--- config.mk ---
export PLATFORM = sky130hd
export DESIGN_NAME = output_delta_seq
export DESIGN_NICKNAME = d
export VERILOG_FILES = /design/src/rtl/nn_pkg.sv /design/src/rtl/fix_mul_q44.sv /design/src/rtl/output_delta_seq.sv
export SDC_FILE = /design/constraint.sdc
export NUM_CORES = 1
export LEC_CHECK = 0
export ABC_CLOCK_PERIOD_IN_PS = 8100
export BUFFER_PORTS_ARGS = -buffer_cell sky130_fd_sc_hd__buf_4
export CORE_MARGIN = 2
export CORE_UTILIZATION = 50
export DETAILED_ROUTE_END_ITERATION = 7
export GPL_TIMING_DRIVEN = 0
export PLACE_DENSITY_LB_ADDON = 0.1
export REMOVE_ABC_BUFFERS = 1
export SYNTH_ARGS = -nofsm -noshare
export SYNTH_HDL_FRONTEND = slang
export SYNTH_SLANG_ARGS = --single-unit
--- constraint.sdc ---
create_clock -name clk_i -period 8.1 [get_ports clk_i]
set_input_delay 1.62 -clock clk_i [delete_from_list [all_inputs] [get_ports clk_i]]
set_output_delay 1.62 -clock clk_i [all_outputs]
set_load 0.005 [all_outputs]
--- src/rtl/nn_pkg.sv ---
// nn_pkg: shared fixed-point helpers and FSM encoding for the backprop stages.
//   FIX_ONE / FIX_FRAC : Q4.4 constants (1.0 and the number of fraction bits)
//   delta_state_e      : output-delta sequencer states
//   sat_fix            : signed narrowing to w bits with saturation
//   reduce_fix         : narrowing used by this stage; saturates when
//                        OUTPUT_DELTA_SAT_EN is defined, wraps otherwise
package nn_pkg;

    localparam logic [7:0] FIX_ONE  = 8'h10;
    localparam int         FIX_FRAC = 4;

    typedef enum logic [1:0] {
        ST_IDLE = 2'd0,
        ST_ERR  = 2'd1,
        ST_EMIT = 2'd2,
        ST_DONE = 2'd3
    } delta_state_e;

    // Clamp v into the signed w-bit range; result is sign-extended to 32 bits.
    function automatic logic signed [31:0] sat_fix(input logic signed [31:0] v, input int w);
        logic signed [31:0] hi;
        logic signed [31:0] lo;
        hi = (32'sd1 <<< (w - 1)) - 32'sd1;
        lo = -(32'sd1 <<< (w - 1));
        if (v > hi)      return hi;
        else if (v < lo) return lo;
        return v;
    endfunction

    // Narrow v to w bits (returned sign-extended so callers just keep the low w bits).
    function automatic logic signed [31:0] reduce_fix(input logic signed [31:0] v, input int w);
`ifdef OUTPUT_DELTA_SAT_EN
        return sat_fix(v, w);
`else
        logic signed [31:0] s;
        s = v <<< (32 - w);
        return s >>> (32 - w);
`endif
    endfunction

endpackage

--- src/rtl/fix_mul_q44.sv ---
// fix_mul_q44: signed Q4.4 multiply. Full-precision product, arithmetic shift
// right by FIX_FRAC (floor), then narrowed to WIDTH with reduce_fix
// (saturating when OUTPUT_DELTA_SAT_EN is defined, wrapping otherwise).
// Ports:
//   a_i, b_i : WIDTH-bit signed operands
//   p_o      : WIDTH-bit signed result
module fix_mul_q44
    import nn_pkg::*;
#(
    parameter int WIDTH = 8
) (
    input  logic [WIDTH-1:0] a_i,
    input  logic [WIDTH-1:0] b_i,
    output logic [WIDTH-1:0] p_o
);

    logic signed [2*WIDTH-1:0] prod;
    logic signed [2*WIDTH-1:0] shifted;
    logic signed [31:0]        red;
    logic                      unused_red_hi;

    assign prod    = (2*WIDTH)'($signed(a_i)) * (2*WIDTH)'($signed(b_i));
    assign shifted = prod >>> FIX_FRAC;
    assign red     = reduce_fix(32'(shifted), WIDTH);
    assign p_o     = red[WIDTH-1:0];
    // Upper bits only carry the sign extension of the narrowed value.
    assign unused_red_hi = ^red[31:WIDTH];

endmodule

--- src/rtl/output_delta_seq.sv ---
// output_delta_seq: output-layer error stage of the backprop path.
// On start it latches target/y/weights, computes err = T - y (registered on
// err_o), then streams delta_k = reduce((err * w_k) >>> 4) for k = 0..3 over a
// valid/ready handshake, and pulses done_o for one cycle after the last term.
// Build option: define OUTPUT_DELTA_SAT_EN to saturate err and delta instead of
// wrapping them to WIDTH bits.
// Ports:
//   clk_i, rst_n_i         : clock, synchronous active-low reset
//   start_i                : begin a sample (honoured in IDLE only)
//   target_i               : 1 -> +1.0, 0 -> 0.0
//   y_i, w0_i..w3_i        : activation and output weights, signed Q4.4
//   delta_o, idx_o, valid_o: back-propagated term, its hidden index, valid
//   ready_i                : downstream accepts the presented term
//   err_o                  : registered output error
//   busy_o, done_o         : not-IDLE flag, end-of-sample pulse
module output_delta_seq
    import nn_pkg::*;
#(
    parameter int WIDTH    = 8,
    parameter int N_HIDDEN = 4
) (
    input  logic             clk_i,
    input  logic             rst_n_i,
    input  logic             start_i,
    input  logic             target_i,
    input  logic [WIDTH-1:0] y_i,
    input  logic [WIDTH-1:0] w0_i,
    input  logic [WIDTH-1:0] w1_i,
    input  logic [WIDTH-1:0] w2_i,
    input  logic [WIDTH-1:0] w3_i,
    output logic [WIDTH-1:0] delta_o,
    output logic [1:0]       idx_o,
    output logic             valid_o,
    input  logic             ready_i,
    output logic [WIDTH-1:0] err_o,
    output logic             busy_o,
    output logic             done_o
);

    delta_state_e                     state_q, state_d;
    logic                             target_q, target_d;
    logic [WIDTH-1:0]                 y_q, y_d;
    logic [N_HIDDEN-1:0][WIDTH-1:0]   w_q, w_d;
    logic [WIDTH-1:0]                 err_q, err_d;
    logic [1:0]                       k_q, k_d;

    logic [N_HIDDEN-1:0][WIDTH-1:0]   w_in;
    logic [WIDTH:0]                   t_ext;
    logic signed [WIDTH:0]            err_full;
    logic signed [31:0]               err_red;
    logic                             unused_err_hi;
    logic [WIDTH-1:0]                 term;

    assign w_in = {w3_i, w2_i, w1_i, w0_i};

    // One extra bit so T - y never overflows before narrowing.
    assign t_ext         = target_q ? (WIDTH+1)'(FIX_ONE) : '0;
    assign err_full      = $signed(t_ext) - $signed({y_q[WIDTH-1], y_q});
    assign err_red       = reduce_fix(32'(err_full), WIDTH);
    assign unused_err_hi = ^err_red[31:WIDTH];

    fix_mul_q44 #(.WIDTH(WIDTH)) u_mul (
        .a_i (err_q),
        .b_i (w_q[k_q]),
        .p_o (term)
    );

    always_comb begin
        state_d  = state_q;
        target_d = target_q;
        y_d      = y_q;
        w_d      = w_q;
        err_d    = err_q;
        k_d      = k_q;
        unique case (state_q)
            ST_IDLE: begin
                if (start_i) begin
                    target_d = target_i;
                    y_d      = y_i;
                    w_d      = w_in;
                    state_d  = ST_ERR;
                end
            end
            ST_ERR: begin
                err_d   = err_red[WIDTH-1:0];
                k_d     = '0;
                state_d = ST_EMIT;
            end
            ST_EMIT: begin
                // valid_o is implied by the state, so only ready_i matters here.
                if (ready_i) begin
                    if (k_q == 2'(N_HIDDEN - 1)) state_d = ST_DONE;
                    else                         k_d     = k_q + 2'd1;
                end
            end
            ST_DONE: state_d = ST_IDLE;
            default: state_d = ST_IDLE;
        endcase
    end

    always_ff @(posedge clk_i) begin
        if (!rst_n_i) begin
            state_q  <= ST_IDLE;
            target_q <= 1'b0;
            y_q      <= '0;
            w_q      <= '0;
            err_q    <= '0;
            k_q      <= '0;
        end else begin
            state_q  <= state_d;
            target_q <= target_d;
            y_q      <= y_d;
            w_q      <= w_d;
            err_q    <= err_d;
            k_q      <= k_d;
        end
    end

    // Outputs decode registered state only; term/index are zeroed outside EMIT.
    assign valid_o = (state_q == ST_EMIT);
    assign delta_o = valid_o ? term : '0;
    assign idx_o   = valid_o ? k_q  : 2'd0;
    assign err_o   = err_q;
    assign busy_o  = (state_q != ST_IDLE);
    assign done_o  = (state_q == ST_DONE);

endmodule

After elaboration in Yosys (flattened, before gate mapping)

Index checks and enable logic that the tools add are counted.

Logic and storage cells: 39
Output and inout port bits: 21
Register bits after elaboration: 53

Add/subtract/negate cells: 2
$mul: 1
Eq/ne operators: 8
Reduce and logical (&&, ||, !) cells: 6
Multiplexer cells: 12
Order comparisons: 1

Operators with widths:

| cell                                                                   | number |
|---|---|
| 8-bit binary-select mux with 2-bit select                              | 1 |
| 8-bit two-way mux                                                      | 2 |
| 8-bit by 8-bit multiplier with 12-bit output                           | 1 |
| 2-bit two-way mux                                                      | 6 |
| 2-bit case mux with 4 select lines                                     | 1 |
| 6-bit by 8-bit subtractor with 8-bit output                            | 1 |
| 2-bit equality test (second input constant)                            | 3 |
| 3-bit AND reduction                                                    | 2 |
| 5-bit two-way mux                                                      | 1 |
| 2-bit by 1-bit != test with 1-bit output (second input constant)       | 2 |
| 2-bit != test (second input constant)                                  | 2 |
| 2-bit case mux with 2 select lines                                     | 1 |
| 2-bit nonzero test                                                     | 2 |
| 2-bit by 3-bit < comparator with 1-bit output (second input constant)  | 1 |
| 2-bit by 1-bit adder with 2-bit output (second input constant)         | 1 |
| 2-bit by 1-bit equality test with 1-bit output (second input constant) | 1 |
| 2-bit zero test                                                        | 1 |
| 2-bit AND reduction                                                    | 1 |

Logic depth before layout (Yosys ltp)

Word-level depth: 4
Gate-level depth with buffers: 19

Modules after synthesis

From an unflattened synthesis, not the netlist that was laid out.

Cell total of the unflattened synthesis: 491
Area, all modules: 4164.0 µm²

Modules (own cells, without submodules):

| module           | sequential area each (µm²) | area each (µm²) | cells each | instances |
|---|---|---|---|---|
| output_delta_seq | 1061.0                     | 2349.8          | 277        | 1 |
| fix_mul_q44      | 0.0                        | 1814.2          | 214        | 1 |

Worst setup path before layout

OpenSTA, ideal clock, no wires.

Path kind: reg2out
Start point: register k_q[0]
End point: output delta_o[7]
Data required time: 6.480 ns
Data arrival time: 4.847 ns
Buffers on the path: 1
Stages on the path, launching flop included: 18
Path slack: 1.633 ns
Cell sequence: dfxtp_1 buf_2 mux4_4 and2_1 fa_1 inv_1 fa_1 inv_1 fa_1 inv_1 fa_1 inv_1 ha_1 nand2_1 o21ai_0 a31oi_1 xnor3_1 nor2_1

Cells in the longest elaborated chain, start to end: 4

Ends and longest elaborated chain:

| item                                         | RTL line                | source |
|---|---|---|
| start: declaration                           | output_delta_seq.sv:45  | `logic [1:0] k_q, k_d;` |
| start signal: assignment                     | output_delta_seq.sv:115 | `k_q <= k_d;` |
| 8-bit binary-select mux with 2-bit select    | output_delta_seq.sv:64  | `.b_i (w_q[k_q]),` |
| 8-bit two-way mux (not written as such)      | output_delta_seq.sv:64  |  |
| 8-bit by 8-bit multiplier with 12-bit output | fix_mul_q44.sv:22       | `assign prod = (2*WIDTH)'($signed(a_i)) * (2*WIDTH)'($signed(b_i));` |
| 8-bit two-way mux                            | output_delta_seq.sv:121 | `assign delta_o = valid_o ? term : '0;` |
| end: declaration                             | output_delta_seq.sv:31  | `output logic [WIDTH-1:0] delta_o,` |

No other way between the ends. The select of a mux whose other input is x is not followed.

Worst setup path in the final report

Same ends and word-level chain as after synthesis.

==> qor.yml <==
logic_synthesis:
  ys_seq_elements: 53
  async_reset_ff_frac: 0
  seq_area_frac_synth: 0.2510
  syn-instance-count: 475
  synth_area_um2: 4227
  synth_edf_count: 0
  ys_types: 33
  synth_top_flop_cell: "dfxtp_1"
  yosysTopAreaCell: "dfxtp_1"
  yosys-top-cells-area: "dfxtp_1, fa_1, nand2_1"
  synth_top_cell_area_share: 0.2510
  yosysWarnings: 0
  syn_area_per_cell_um2: 8.898
placed_design:
  portBuffers: 65
  dp_hpwl_um: 6468
  placed_cell_area_um2: 4773
  dp_slack_ns: 0.7947
  gp_congestion: 0.8075
clock_tree:
  cts_buffer_depth: 2
  hold_buffers: 0
  clkTransAtPathRegs_ns: 0.09
  cts_tree: "done"
  numCtsBuffers: 5
  ctsResizeCount: 0
  postCtsSetupRepairBufs: 0
  root_buffer: "clkbuf_8"
  htree_levels: 2
  clock_latency_ns: 0.30
  clock_sinks: 53
critical_path:
  cp.buffers_inverters: 5
  worstPathArrival_ns: 5.96
  crit_family: "adder cells"
  reg2reg_to: "k_q[1]"
  cp-start-kind: "register"
  critPathMaxStageDelay_ns: 0.84
  required_ns: 6.48
  path_depth: 17
  endpoint_kind: "output port"
  rrSetupSlack_ns: 6.30
  rr_worst_depth: 7
  worstSetupEndpoint: "delta_o[7]"
  crit_start: "k_q[0]"
  critical_path.slowest_cell: "mux4_4"
  cp_max_fo: 11
  worstReg2RegStart: "state_q[0]"
  crit_type: "register to output port"
  crit_path_cell_trace: "mux4_4 -> and2_1 -> fa_1 -> inv_1 -> fa_1 -> inv_1 -> fa_1 -> inv_1 -> fa_1 -> inv_1 -> ha_1 -> nand2_1 -> o21ai_0 -> a31oi_1 -> xnor3_1 -> nor2_1 -> buf_4"
outcome:
  run_status: "complete, no violations"
routing:
  drc_errors: 0
  drtIter0Drc: 74
  wl_um: 8547
  firstDrtPassIters: 4
  num_vias: 3166
  detail_route.wl_per_cell_um: 13.44
  via_per_inst: 4.978
  drtAntennaViolNets: 0
power_and_ir_drop:
  cellLeakagePower_nw: 2.242
  power.density_nw_per_um2: 204.8
  ir_drop_uv: 147.7
timing:
  relSlewSlack: 0.4900
  timing.setup.tns_ns: 0
  worst_clock_skew_ns: 0.002687
  worst_pin_slew_ns: 0.7650
  setup_slack_ns: 0.5214
  period_share: 0.9356
  fmax_mhz: 132.0
  min_period_ns: 7.579
  hold_viol: 0
  rsz0062_at_grt: "false"
  final_max_slew_viol_count: 0
  setup_viol: 0
floorplanning:
  die-area_um2: 9204
  die_x_um: 95.94
  core_area_um2: 8217
  ioPinCount: 66
  die_h_um: 95.94
  rows: 33
  initial_utilization: 0.5144
grt:
  grt_overflow: 0
  antenna_found_initial: 0
  track_usage: 0.2013
  grt_pass1_vias: 3073
  grt_max_degree: 54
  grt_pass1_wl_um: 14340
cells_and_area:
  fin_util: 0.5949
  design_area_um2: 4888
  layout-drive-gt1-share: 0.1525
  syn2layout_area_growth_pct: 15.66
  fin_nets: 643
  n_fill_cell: 745
  n_antenna_cell: 0
job:
  maxCapViolCount: 0
worst_hold_path:
  worstHoldPathType: "register to register"
[report_power, final]
group          leakage, nW  switching [mW]  internal, mW
clock               0.0443          0.0815        0.0680
combinational         1.76           0.250         0.223
sequential           0.434          0.0630         0.315
[cells in the mapped netlist (3+ instances only)]
| cell type | instances |
|---|---|
| xnor2_1 | 18 |
| ha_1 | 31 |
| nor2b_1 | 11 |
| nand2_1 | 106 |
| nor2_1 | 11 |
| inv_1 | 67 |
| mux4_1 | 4 |
| mux4_4 | 3 |
| nand2b_1 | 3 |
| clkbuf_1 | 14 |
| a21boi_0 | 41 |
| fa_1 | 36 |
| a21o_1 | 4 |
| a31oi_1 | 3 |
| mux2i_1 | 8 |
| dfxtp_1 | 53 |
| and2_2 | 4 |
| xor2_1 | 3 |
| and2_1 | 32 |
| a21oi_1 | 6 |
[metrics by stage]
step | hold slack [ns] | instances | total power [mW]
6_report | 0.4607 | 636 | 1.001
5_1_grt | 0.4908 | 636 | 1.088
4_1_cts | 0.4646 | 635 | 1.005
3_5_place_dp | 0.4518 | 628 | 0.8573
3_3_place_gp | 0.4474 | 628 | 0.8394
2_1_floorplan | 0.4386 | 458 | 0.7019
[layer usage]
layer	up-vias	share of wire	track usage
li1	1596	-	-
met1	1509	0.46	0.2621
met2	53	0.50	0.3555
met3	8	0.028	0.02114
met4	0	0.011	0.05595
met5	-	0	0
[state kept, by name, indices dropped and copies added (netlist names)]
register,cells
w_q,32
err_o,8
y_q,8
k_q,2
state_q,2
target_q,1
[cells by family (layout without fill, tap and decap cells)]
kind of cell,count (synthesis),in the layout,synth area share
flops,53,53,0.2510
xor+xnor,23,23,0.05417
buf+inv,84,140,0.07667
simple gates,172,172,0.1862
mux,16,16,0.06690
compound gates,60,60,0.1027
fa+ha+maj,67,67,0.2623
[cell usage in the layout (no fill, tap or decap), types with 2 or more instances in the layout]
cell	netlist	final
mux4_1	4	4
nor2b_1	11	11
nand2_1	106	106
and2_2	4	5
nor3_1	2	2
xnor3_1	2	2
ha_1	31	31
inv_1	67	67
mux2i_1	8	8
a21o_1	4	4
fa_1	36	36
nor2_1	11	11
buf_4	0	65
dfxtp_1	53	53
and2_1	32	31
clkbuf_8	0	6
nand2b_1	3	3
and3_1	2	2
a21boi_0	41	41
a31oi_1	3	3
xnor2_1	18	18
o211a_1	2	2
a21oi_1	6	6
mux4_4	3	3
xor2_1	3	3
[tightest hold or removal path: cells and delay by family, from the launching register on]
kind | cells | cell delay, ns
DFF | 1 | 0.31
AOI/OAI and AO/OA | 1 | 0.06
and+or+nand+nor | 1 | 0.04
[worst min-delay path by stage]
| stage | startpoint | to | slack [ns] | cells after the start |
|---|---|---|---|---|
| floorplan | w_q[13] | w_q[13] | 0.44 | 2 |
| global placement | w_q[24] | w_q[24] | 0.45 | 2 |
| detailed placement | w_q[15] | w_q[15] | 0.45 | 2 |
| CTS | w_q[15] | w_q[15] | 0.46 | 2 |
| global route | w_q[15] | w_q[15] | 0.49 | 2 |
| finish | w_q[15] | w_q[15] | 0.46 | 2 |
[area by class of cell]
cell class                      instances  area [um^2]  share of cell area
Tap cell                              105        131.4             0.02687
Inverter                               67        251.5             0.05145
Multi-Input combinational cell        338         2843              0.5815
Timing Repair Buffer                   66        515.5              0.1055
Clock buffer                            7        86.33             0.01766
Sequential cell                        53         1061              0.2170
Power figures use the tool's default switching activity.
